[src/rtl/pipelined_cla_adder.sv]
// Pipelined carry-lookahead adder/subtractor: one GROUP-bit lookahead block per
// stage, operand skew lines between stages, valid/ready flow control.
module pipelined_cla_adder #(
  parameter int WIDTH = 16,
  parameter int GROUP = 4
) (
  input  logic             clk,
  input  logic             rst_n,
  input  logic             in_valid,
  output logic             in_ready,
  input  logic [WIDTH-1:0] a,
  input  logic [WIDTH-1:0] b,
  input  logic             cin,
  input  logic             sub,
  output logic             out_valid,
  input  logic             out_ready,
  output logic [WIDTH-1:0] sum,
  output logic             cout,
  output logic             ovf
);

  localparam int NSTG = WIDTH / GROUP;

  // Returns {carry into MSB, carry out, sum bits}; every carry is a flat
  // sum-of-products of g/p/c0, never a ripple through the previous carry.
  function automatic logic [GROUP+1:0] cla_group(input logic [GROUP-1:0] x,
                                                 input logic [GROUP-1:0] y,
                                                 input logic             c0);
    logic [GROUP-1:0] g;
    logic [GROUP-1:0] p;
    logic [GROUP:0]   c;
    logic             prod;
    g    = x & y;
    p    = x ^ y;
    c    = '0;
    c[0] = c0;
    for (int i = 0; i < GROUP; i++) begin
      prod = c0;
      for (int m = 0; m <= i; m++) prod = prod & p[m];
      c[i+1] = prod;
      for (int j = 0; j <= i; j++) begin
        prod = g[j];
        for (int m = j + 1; m <= i; m++) prod = prod & p[m];
        c[i+1] = c[i+1] | prod;
      end
    end
    return {c[GROUP-1], c[GROUP], p ^ c[GROUP-1:0]};
  endfunction

  logic             advance;
  logic [WIDTH-1:0] b_eff;
  logic             cin_eff;
  logic             ovf_q;

  logic [NSTG-1:0]  valid_q;
  logic [NSTG-1:0]  carry_q;
  logic [WIDTH-1:0] opa_q [NSTG];
  logic [WIDTH-1:0] opb_q [NSTG];
  logic [WIDTH-1:0] res_q [NSTG];

  logic [NSTG-1:0]  vld_in;
  logic [NSTG-1:0]  cin_grp;
  logic [WIDTH-1:0] opa_in [NSTG];
  logic [WIDTH-1:0] opb_in [NSTG];
  logic [WIDTH-1:0] res_in [NSTG];
  logic [WIDTH-1:0] res_nx [NSTG];
  logic [GROUP+1:0] grp_out [NSTG];

  assign advance  = out_ready | ~out_valid;
  assign in_ready = advance;
  assign b_eff    = b ^ {WIDTH{sub}};
  assign cin_eff  = cin ^ sub;

  // Operand pipes hold the not-yet-consumed upper bits shifted down, so each
  // stage always works on bits [GROUP-1:0] of its incoming operands.
  for (genvar k = 0; k < NSTG; k++) begin : g_stage
    if (k == 0) begin : g_first
      assign opa_in[k]  = a;
      assign opb_in[k]  = b_eff;
      assign res_in[k]  = '0;
      assign cin_grp[k] = cin_eff;
      assign vld_in[k]  = in_valid;
    end else begin : g_next
      assign opa_in[k]  = opa_q[k-1];
      assign opb_in[k]  = opb_q[k-1];
      assign res_in[k]  = res_q[k-1];
      assign cin_grp[k] = carry_q[k-1];
      assign vld_in[k]  = valid_q[k-1];
    end
    assign grp_out[k] = cla_group(opa_in[k][GROUP-1:0], opb_in[k][GROUP-1:0], cin_grp[k]);
    assign res_nx[k]  = res_in[k] | (WIDTH'(grp_out[k][GROUP-1:0]) << (k * GROUP));
  end

  // NOTE: the data pipes are reset too, because sum/cout/ovf must read 0 during
  // reset; without that a plain datapath register would not need a reset.
  always_ff @(posedge clk or negedge rst_n) begin
    if (!rst_n) begin
      valid_q <= '0;
      carry_q <= '0;
      ovf_q   <= 1'b0;
      for (int k = 0; k < NSTG; k++) begin
        opa_q[k] <= '0;
        opb_q[k] <= '0;
        res_q[k] <= '0;
      end
    end else if (advance) begin
      valid_q <= vld_in;
      for (int k = 0; k < NSTG; k++) begin
        if (vld_in[k]) begin
          opa_q[k]   <= opa_in[k] >> GROUP;
          opb_q[k]   <= opb_in[k] >> GROUP;
          res_q[k]   <= res_nx[k];
          carry_q[k] <= grp_out[k][GROUP];
        end
      end
      if (vld_in[NSTG-1]) ovf_q <= grp_out[NSTG-1][GROUP+1] ^ grp_out[NSTG-1][GROUP];
    end
  end

  assign out_valid = valid_q[NSTG-1];
  assign sum       = res_q[NSTG-1];
  assign cout      = carry_q[NSTG-1];
  assign ovf       = ovf_q;

endmodule

[config.mk]
export PLATFORM = sky130hd
export DESIGN_NAME = pipelined_cla_adder
export DESIGN_NICKNAME = d
export VERILOG_FILES = /design/src/rtl/pipelined_cla_adder.sv
export SDC_FILE = /design/constraint.sdc
export NUM_CORES = 1
export LEC_CHECK = 0
export BUFFER_PORTS_ARGS = -buffer_cell sky130_fd_sc_hd__buf_2
export CORE_UTILIZATION = 50
export CTS_BUF_LIST = sky130_fd_sc_hd__clkbuf_8
export CTS_CLUSTER_DIAMETER = 50
export DETAILED_ROUTE_END_ITERATION = 10
export GPL_TIMING_DRIVEN = 1
export PLACE_DENSITY_LB_ADDON = 0.3
export SLEW_MARGIN = 0
export SYNTH_ARGS = -nofsm -noshare
export SYNTH_HDL_FRONTEND = slang
export SYNTH_SLANG_ARGS = --single-unit
export TNS_END_PERCENT = 30
[constraint.sdc]
create_clock -name clk -period 3.18 [get_ports clk]
set_input_delay 0 -clock clk [delete_from_list [all_inputs] [get_ports clk]]
set_output_delay 0 -clock clk [all_outputs]
set_load 0.01 [all_outputs]
======== Word level (Yosys, flattened, before mapping) ========
Index checks and enable logic that the tools add are counted.
storage, ports and cells
  register bits ........................... 109
  input port bits ......................... 38
  output and inout port bits .............. 20
  logic and storage cells ................. 120
cells by class
  bitwise operators ....................... 100
  reduce and logical (&&, ||, !) cells .... 4
operator list
  operator          number
  $or 1x1->1        41
  $and 1x1->1       40
  $xor 4x4->4       8
  $and 4x4->4       4
  $or 16x12->16     1
  $or 16x16->16     1
  $xor 16x16->16    1
  $or 4x8->8        1
  $reduce_and 2->1  4
  $xor 1x1->1       2
  $not 1->1         1

======== Logic depth before layout (Yosys ltp) ========
Gate-level depths: netlist of the first run.
  depth in word-level cells ............... 10
  gate-level depth with buffers ........... 8
  depth with buffers taken out ............ 6

======== Least setup slack after synthesis of the first run ========
Ideal clock, no wire load.
  path type ............................... input -> register
  from .................................... input port sub
  to ...................................... register carry_q[0]
  setup time .............................. 124 ps
  arrival ................................. 1606 ps
  required time ........................... 3056 ps
  slack ................................... 1450 ps
  cell stages on the path ................. 8
  cell sequence ........................... buf_4 > buf_4 > xor2_1 > ha_1 > ha_1 > o211a_1 > o21a_1 > o31a_1
on the way
  longest elaborated chain between the ends .. 10
  elaborated cells on any way between the ends .. 18
ends and longest elaborated chain
  what                             RTL line  RTL
  from (decl)                      14        input logic sub,
  $xor 16x16->16                   71        assign b_eff = b ^ {WIDTH{sub}};
  $xor 4x4->4                      34        p = x ^ y;
  $and 1x1->1 (4 in series)        39        for (int m = 0; m <= i; m++) prod = prod & p[m];
  $or 1x1->1 (3 in series)         44        c[i+1] = c[i+1] | prod;
  $or 1x1->1 (*)                   44
  to (signal, indexed assignment)  113       carry_q[k] <= grp_out[k][GROUP];
  to (decl)                        56        logic [NSTG-1:0] carry_q;
Every way passes the cells marked *; elsewhere a longest branch is shown, timed or not.
A chain may end at the register's enable or synchronous reset.

======== Worst setup path in the final report of the first run ========
  from .................................... register opa_q (netlist bit opa_in[16])
  to ...................................... register res_q (netlist bit res_in[10])
on the way
  longest elaborated chain between the ends .. 7
  elaborated cells on any way between the ends .. 9
ends and longest elaborated chain
  what                               RTL line  RTL
  from (decl)                        57        logic [WIDTH-1:0] opa_q [NSTG];
  from (signal, indexed assignment)  110       opa_q[k] <= opa_in[k] >> GROUP;
  $xor 4x4->4                        34
  $and 1x1->1 (2 in series)          39
  $or 1x1->1 (*) (2 in series)       44
  $xor 4x4->4 (*)                    47        return {c[GROUP-1], c[GROUP], p ^ c[GROUP-1:0]};
  $or 16x12->16 (*)                  91        assign res_nx[k] = res_in[k] | (WIDTH'(grp_out[k][GROUP-1:0]) << (k * GROUP));
  to (signal, indexed assignment)    112       res_q[k] <= res_nx[k];
  to (decl)                          59        logic [WIDTH-1:0] res_q [NSTG];
Marked as above.

==> run_results.csv, run 1 <==
group,metric,value,unit
status,status,"complete, but fails checks",
floorplan,ios,58,
routing,drc,2,
routing,wl_per_cell,15.29,um
placed_design,gp_congestion,0.7926,
logic_synthesis,synth_compound_area_frac,0.1235,
finish,fill_cells,695,
critical_path,crit_path_start,"opa_in[16]",
logic_synthesis,yosysWarnings,0,
sta,holdWs,0.01970,ns
clocking,clock-root-buffer,"clkbuf_8",
critical_path,path_class,"flip-flop to flip-flop",
sta,worst_slack,1.443,ns
placed_design,dp_hpwl,5.553,mm
critical_path,crit_required,3.42,ns
logic_synthesis,synth_xor_xnor_area_share,0.03955,
clocking,cts_tree,"built",
sta,rsz0062_at_grt,"no",
critical_path,end_kind,"flip-flop",
clocking,post-cts-setup-buffers,0,
critical_path,r2r_cells,5,
floorplan,core_region_area,8848,sq um
finish,layout-drive-gt1-share,0.3310,
power_and_ir_drop,powerDensity,940.8,nW/um^2
routing,vias,2872,
routing,dr.pass1.iters,9,
floorplan,die_h,98.45,um
sta,hold_violations,0,
placed_design,port-buffer-count,57,
logic_synthesis,syn_area_per_cell,13.56,sq um
global_routing,busiest_layer,"met2",
routing,initialDrtViolationCount,107,
logic_synthesis,synthCells,343,
critical_path,critical-path-slowest-cell,"dfrtp_1",
logic_synthesis,ys_types,40,
critical_path,crit_fanout,3,
worst_hold_path,hold_path.class,"input pin to flip-flop",
clocking,cts_max_path_buffers,2,
critical_path,r2r-end,"res_in[10]",
global_routing,grt_use_met2,0.3082,
finish,areaGrowthSynthToFinish,17.51,%
routing,ant_nets,0,
power_and_ir_drop,ir_drop,0.0003724,V
logic_synthesis,synth_area,4651,sq um
critical_path,worstSetupStartpointType,"flip-flop",
routing,wirelength,8.255,mm
clocking,clk_latency,0.36,ns
logic_synthesis,synth_fa_ha_area_frac,0.07103,
run,maxCapViolCount,0,
clocking,path_clk_slew,0.09,ns
floorplan,die-area,9691,sq um
global_routing,use_met1,0.2589,
logic_synthesis,synth_top_family_by_area,"multiplexers",
critical_path,reg2reg_slack,1.44,ns
clocking,h-tree-depth,3,
clocking,cts_sinks,97,
floorplan,rows,34,
sta,tns,0,ns
sta,fmax,575.6,MHz
placed_design,postPlaceCellArea,4971,sq um
critical_path,worstPathCellList,"ha_1 -> ha_1 -> o21a_1 -> or3_1 -> a41o_1",
critical_path,crit_top_cell,"ha_1",
sta,setup_viol,0,
sta,max_slew_margin,0.3786,
power_and_ir_drop,p_leak,2.663,nW
floorplan,start_util,0.5256,
finish,diodes,0,
global_routing,grt_max_degree,76,
sta,clock_skew,0.01561,ns
global_routing,met3_usage,0.02766,
routing,via_per_inst,5.319,
clocking,tritoncts.num_buffers,9,
placed_design,post-place-ws,1.302,ns
status,violations,"design-rule violations",
critical_path,r2r_start,"opa_in[16]",
critical_path,crit_end,"res_in[10]",
global_routing,grt_pass1_wl,14.38,mm
global_routing,grt_pass1_vias,2985,
global_routing,antenna_found_initial,0,
global_routing,grtUsageTotal,0.1887,
sta,layout_min_cycle_time,1.737,ns
finish,layout.nets,489,
critical_path,cp.arrival,1.98,ns
sta,tightest_slew,0.9320,ns
logic_synthesis,ys_seq_elements,97,
finish,post-route-util,0.6176,
critical_path,critPathMaxStageDelay,0.41,ns
global_routing,gr-total-overflow,0,
logic_synthesis,synth.area.mux_share,0.1711,
floorplan,die_w,98.45,um
sta,min_period_over_period,0.5463,
logic_synthesis,synth-simple-area-share,0.03067,
logic_synthesis,synth_nets,405,
finish,final_area,5465,sq um
sta,maxSlewViolCount,0,
logic_synthesis,synth-seq-area-share,0.5219,
==> routing by layer <==
metal  wire [um]  vias to the layer above
met4         102                        0
met2        3905                       48
met3         201                        9
met1        4045                     1419
met5           0                        -
li1            -                     1396
==> state kept, by name (all words and copies together) (netlist names) <==
register,cells
res_in,24
valid_q,4
carry_q,4
sum,16
ovf,1
opa_in,24
opb_in,24
==> cell usage in the layout, fill, tap and decap left out, types with 10 or more instances in the layout <==
master	Yosys	final
dfrtp_1	97	97
buf_2	2	56
o21ai_0	49	49
mux2_4	35	35
dlygate4sd3_1	0	27
mux2_2	24	24
ha_1	20	20
inv_1	15	15
xnor2_1	11	11
xor2_1	10	10
==> worst min path at each step <==
stage,from,end,cells past startpoint
2_1_floorplan,rst_n,carry_q[0],0
3_3_place_gp,rst_n,opa_in[36],1
3_5_place_dp,rst_n,opa_in[36],1
4_1_cts,a[3],carry_q[0],3
5_1_grt,a[3],carry_q[0],3
6_report,a[3],carry_q[0],3
==> cell usage after synthesis, drive strengths merged <==
library cell / n / area [sq um]
a21boi: 3 / 22.52
a21o: 5 / 37.54
a21oi: 3 / 15.01
a311oi: 1 / 8.760
a41o: 2 / 20.02
buf: 12 / 116.4
clkbuf: 2 / 8.750
dfrtp: 97 / 2427
fa: 4 / 80.08
ha: 20 / 250.2
inv: 17 / 71.31
mux2: 59 / 795.8
nand2: 5 / 61.31
nand3: 2 / 10.01
nor2: 2 / 15.01
nor2b: 1 / 13.76
nor3: 6 / 30.03
o211a: 4 / 40.04
o211ai: 1 / 7.510
o21a: 9 / 67.56
o21ai: 55 / 275.3
o31a: 4 / 35.03
o31ai: 6 / 45.04
or3: 2 / 12.51
xnor2: 11 / 96.34
xor2: 10 / 87.58
==> power breakdown <==
| group | internal (mW) | switching, mW |
|---|---|---|
| registers | 1.79 | 0.333 |
| logic | 1.16 | 0.964 |
| clock network | 0.452 | 0.444 |
==> cell type report <==
class                      count  area (sq um)  area share
sequential                    97          2427      0.4441
multi-input combinational    215          2027      0.3709
timing repair buffer          87         580.6      0.1062
tap                          108         135.1     0.02473
clock buffer                   9         123.9     0.02266
clock inverter                 7         100.1     0.01832
inverter                      17         71.32     0.01305
==> worst max-delay path, delay by kind of cell (launching register included) <==
kind                       cells  cell delay (ns)
adders and majority gates      2             0.50
AOI/OAI and AO/OA              2             0.42
DFF                            1             0.41
and+or+nand+nor                1             0.31
==> cell families after synthesis <==
family                   after synthesis
multiplexers                          59
XOR/XNOR                              21
flip-flops                            97
AO/OA/AOI/OAI                         93
adder cells (fa/ha/maj)               24
AND/OR/NAND/NOR                       18
buffers and inverters                 31
==> timing repair <==
item / 4_1_cts / 5_1_grt
gates resized for setup: 0 / 0
endpoints found under the hold margin: 97 / 0
hold buffers: 27 / 0
==> stage by stage <==
stage                     total power, mW  instances
after CTS                           5.186        540
after global placement              4.154        497
after detailed placement            4.242        497
after floorplan                     3.770        343
after global routing                5.499        540
final                               5.142        540
Power figures use the tool's default switching activity.
==> inputs of run 2 (changes only) <==
clock period = 1.8 ns   (was 3.18 ns; I/O delays follow)
==> run_results.csv, run 2 (same netlist as run 1, synthesis figures left out) <==
group,metric,value,unit
status,status,"finished, final reports clean",
floorplan,die-area,9691,sq um
power_and_ir_drop,ir_drop,0.0005902,V
global_routing,grt_pass1_vias,3013,
sta,clock_skew,0.009906,ns
global_routing,grtUsageTotal,0.1975,
finish,final_common_cell,"dfrtp_1",
placed_design,postPlaceCellArea,5014,sq um
worst_hold_path,hold_path.class,"input pin to flip-flop",
critical_path,r2r_start,"opa_in[16]",
critical_path,r2r-end,"res_in[10]",
sta,fmax,579.8,MHz
sta,rsz0062_at_grt,"no",
sta,hold_violations,0,
clocking,path_clk_slew,0.10,ns
routing,dr.pass1.iters,8,
sta,max_slew_margin,0.6324,
floorplan,core_region_area,8848,sq um
critical_path,critical-path-slowest-cell,"dfrtp_1",
clocking,cts_sinks,97,
clocking,clk_latency,0.37,ns
finish,final_area,5483,sq um
clocking,tritoncts.num_buffers,9,
global_routing,gr-total-overflow,0,
floorplan,die_h,98.45,um
sta,setup_viol,0,
critical_path,r2r_cells,5,
run,maxCapViolCount,0,
worst_hold_path,min_delay_path_depth,4,
critical_path,worstSetupStartpointType,"flip-flop",
routing,ant_nets,0,
critical_path,worstPathCellList,"ha_1 -> ha_1 -> o21a_1 -> or3_1 -> a41o_1",
finish,layout-drive-gt1-share,0.3387,
global_routing,grt_pass1_wl,14.90,mm
power_and_ir_drop,powerDensity,1614,nW/um^2
clocking,clock-root-buffer,"clkbuf_8",
placed_design,post-place-ws,0.08479,ns
global_routing,grt_max_degree,43,
clocking,cts_tree,"built",
critical_path,crit_top_cell,"ha_1",
routing,vias,2905,
floorplan,rows,34,
global_routing,antenna_found_initial,0,
placed_design,gp_congestion,0.8828,
sta,tightest_slew,0.5514,ns
routing,wirelength,8.569,mm
critical_path,critPathMaxStageDelay,0.42,ns
floorplan,start_util,0.5256,
critical_path,end_kind,"flip-flop",
finish,fill_cells,697,
worst_hold_path,worstHoldStart,"out_ready",
critical_path,crit_required,2.06,ns
floorplan,ios,58,
routing,drc,0,
floorplan,die_w,98.45,um
sta,worst_slack,0.07530,ns
critical_path,path_class,"flip-flop to flip-flop",
sta,min_period_over_period,0.9582,
critical_path,cp.arrival,1.98,ns
placed_design,dp_hpwl,5.915,mm
sta,maxSlewViolCount,0,
sta,tns,0,ns
clocking,cts_max_path_buffers,2,
clocking,post-cts-setup-buffers,0,
critical_path,crit_fanout,3,
finish,diodes,0,
sta,layout_min_cycle_time,1.725,ns
placed_design,port-buffer-count,57,
power_and_ir_drop,p_leak,2.661,nW
critical_path,reg2reg_slack,0.08,ns
worst_hold_path,worst_hold_path.endpoint,"sum[15]",
power_and_ir_drop,fin_total_pwr,8.850,mW
clocking,h-tree-depth,3,
routing,wl_per_cell,15.72,um
finish,areaGrowthSynthToFinish,17.89,%
finish,final_cell_mix,"dfrtp_1 (97), buf_2 (56), o21ai_0 (49)",
finish,layout.nets,494,
routing,via_per_inst,5.330,
routing,initialDrtViolationCount,113,
[run 2: stage by stage]
| stage | cells | utilization | hold slack, ns |
|---|---|---|---|
| floorplan | 343 | - | -0.2956 |
| global placement | 501 | 0.5666 | 0.01536 |
| detailed placement | 501 | 0.5666 | 0.02635 |
| CTS | 544 | 0.6182 | 0.0009235 |
| global route | 545 | 0.6196 | 0.07664 |
| finish | 545 | 0.6196 | 0.05097 |
[run 2: what timing repair did]
action                                  4_1_cts  5_1_grt
resized for setup                             0        1
endpoints found under the setup margin        0        1
hold buffers                                 27        1
endpoints found under the hold margin        64        1
[run 2: worst max path at each step]
| stage | from | end | slack [ns] | cells past startpoint |
|---|---|---|---|---|
| floorplan | sub | carry_q[0] | 0.07 | 8 |
| global placement | opa_in[16] | res_in[10] | 0.12 | 5 |
| detailed placement | opa_in[32] | res_in[22] | 0.08 | 5 |
| CTS | opa_in[32] | res_in[22] | 0.06 | 5 |
| global route | opa_in[16] | res_in[10] | 0.002 | 5 |
| finish | opa_in[16] | res_in[10] | 0.08 | 5 |
[run 2: critical path, delay by kind of cell (launching register included)]
kind                       cells  cell delay, ns
DFF                            1            0.42
AOI/OAI and AO/OA              2            0.41
adders and majority gates      2            0.49
and+or+nand+nor                1            0.30
[run 2: layout make-up]
type                       instances  area [sq um]  area share
timing repair buffer              92         633.1      0.1155
multi-input combinational        215          2029      0.3702
clock inverter                     7         62.56     0.01141
sequential                        97          2427      0.4427
tap                              108         135.1     0.02465
clock buffer                       9         123.9     0.02259
inverter                          17         71.32     0.01301
[run 2: per-layer routing]
| metal | vias to the layer above | GRT usage | share of wire |
|---|---|---|---|
| met4 | 0 | 0.07233 | 0.014 |
| met3 | 10 | 0.02837 | 0.024 |
| met2 | 48 | 0.3212 | 0.49 |
| li1 | 1398 | - | - |
| met5 | - | 0 | 0 |
| met1 | 1449 | 0.2728 | 0.47 |
[run 2: power breakdown]
group,switching (mW),total [mW],internal (mW)
clock,0.826,1.35,0.528
combinational,1.69,3.75,2.06
sequential,0.592,3.75,3.15
==> inputs of run 3 (changes only) <==
clock period = 2 ns   (was 1.8 ns; I/O delays follow)
==> run_results.csv, run 3 (same netlist as run 1, synthesis figures left out) <==
group,metric,value,unit
critical_path,end_kind,"flip-flop",
clocking,cts_sinks,97,
placed_design,dp_cells,498,
power_and_ir_drop,ir_drop,0.0005546,V
sta,max_slew_margin,0.6725,
routing,dr.pass1.iters,9,
routing,drc,2,
finish,layout.nets,490,
routing,wl_met3,279,um
critical_path,crit_required,2.26,ns
routing,ant_nets,0,
clocking,clk_latency,0.38,ns
sta,fmax,573.3,MHz
sta,min_period_over_period,0.8721,
run,maxCapViolCount,0,
floorplan,die_w,98.45,um
floorplan,start_util,0.5256,
worst_hold_path,min_delay_path_depth,4,
global_routing,gr-total-overflow,0,
routing,wl_met2,3.894,mm
routing,initialDrtViolationCount,83,
clocking,path_clk_slew,0.09,ns
global_routing,grtUsageTotal,0.1926,
finish,areaGrowthSynthToFinish,17.08,%
global_routing,grt_pass1_wl,14.46,mm
clocking,tritoncts.num_buffers,9,
floorplan,core_region_area,8848,sq um
finish,post-route-util,0.6154,
clocking,post-cts-setup-buffers,0,
clocking,h-tree-depth,3,
sta,layout_min_cycle_time,1.744,ns
global_routing,grt_pass1_vias,3012,
clocking,cts_resized,0,
routing,vias,2853,
critical_path,worstSetupStartpointType,"flip-flop",
power_and_ir_drop,p_leak,2.656,nW
floorplan,die_h,98.45,um
placed_design,post-place-ws,0.2799,ns
routing,wl_per_cell,15.53,um
routing,via_per_inst,5.274,
clocking,clock-root-buffer,"clkbuf_8",
sta,maxSlewViolCount,0,
routing,maxUsedRoutingLayer,"met4",
sta,tns,0,ns
finish,stdcell_count,541,
critical_path,path_class,"flip-flop to flip-flop",
critical_path,cp.arrival,2.00,ns
clocking,cts_max_path_buffers,2,
clocking,cts_hold_buf,26,
sta,setup_viol,0,
global_routing,antenna_found_initial,0,
placed_design,port-buffer-count,57,
floorplan,rows,34,
finish,final_cell_mix,"dfrtp_1 (97), buf_2 (56), o21ai_0 (49)",
critical_path,crit_fanout,3,
routing,wl_met1,4.075,mm
sta,hold_violations,0,
status,violations,"design-rule violations",
worst_hold_path,hold_path.class,"input pin to flip-flop",
sta,tightest_slew,0.4901,ns
finish,final_common_cell,"dfrtp_1",
finish,diodes,0,
sta,rsz0062_at_grt,"no",
sta,clock_skew,0.01304,ns
finish,fill_cells,726,
floorplan,ios,58,
critical_path,r2r_cells,5,
clocking,cts_tree,"built",
routing,wirelength,8.400,mm
power_and_ir_drop,powerDensity,1459,nW/um^2
global_routing,grt_max_degree,64,
sta,worst_slack,0.2558,ns
status,status,"complete, but fails checks",
power_and_ir_drop,fin_total_pwr,7.946,mW
placed_design,dp_hpwl,5.806,mm
placed_design,gp_congestion,0.9315,
finish,layout-drive-gt1-share,0.3326,
floorplan,die-area,9691,sq um
-- run 3: changes by cell type in the layout (fill, tap and decap cells not counted), sizes merged --
cell         change
buf              -3
clkinv           +2
dlygate4sd3      -1
inv              +1
clkinvlp         -3
-- run 3: where the power goes --
group	total, mW	leakage, nW	internal, mW	switching, mW
logic	3.37	1.39	1.85	1.52
clock network	1.21	0.0965	0.476	0.732
registers	3.37	1.17	2.84	0.530
total	7.95	2.66	5.16	2.78
-- run 3: cell type report --
type	instances	area [sq um]	share of cell area
flip-flops and latches	97	2427	0.4458
multi-input cells	215	2027	0.3722
repair buffers	88	600.6	0.1103
well taps	108	135.1	0.02482
clock buffers	9	123.9	0.02275
inverters	17	71.32	0.01310
clock inverters	7	60.06	0.01103
-- run 3: worst paths after layout --
| kind | from | endpoint | slack [ns] |
|---|---|---|---|
| worst min register to register | opb_in[41] | opb_in[21] | 0.51 |
| min in group asynchronous | rst_n | res_in[23] | 0.12 |
| worst max-delay path | opa_in[16] | res_in[10] | 0.26 |
| worst max register to register | opa_in[16] | res_in[10] | 0.26 |
| worst min-delay path | out_ready | valid_q[3] | 0.04 |
| max in group asynchronous | rst_n | opa_in[43] | 1.20 |
-- run 3: routing by layer --
layer  vias to the layer above  global-route usage
met2                        55              0.3017
met4                         0             0.07692
met3                        12             0.03759
met5                         -                   0
met1                      1397              0.2664
li1                       1389                   -
-- run 3: worst max-delay path, cell delays in order, from the launching register on --
cell and delay (ns):
dfrtp_1 0.41, ha_1 0.31, ha_1 0.20, o21a_1 0.18, or3_1 0.30, a41o_1 0.24
-- run 3: per-stage QoR --
stage / instance area (sq um) / hold WS (ns)
floorplan: 4651 / -0.2956
global placement: 4991 / -0.02061
detailed placement: 4991 / -0.009534
CTS: 5435 / 0.002264
global route: 5445 / 0.02740
finish: 5445 / 0.03791
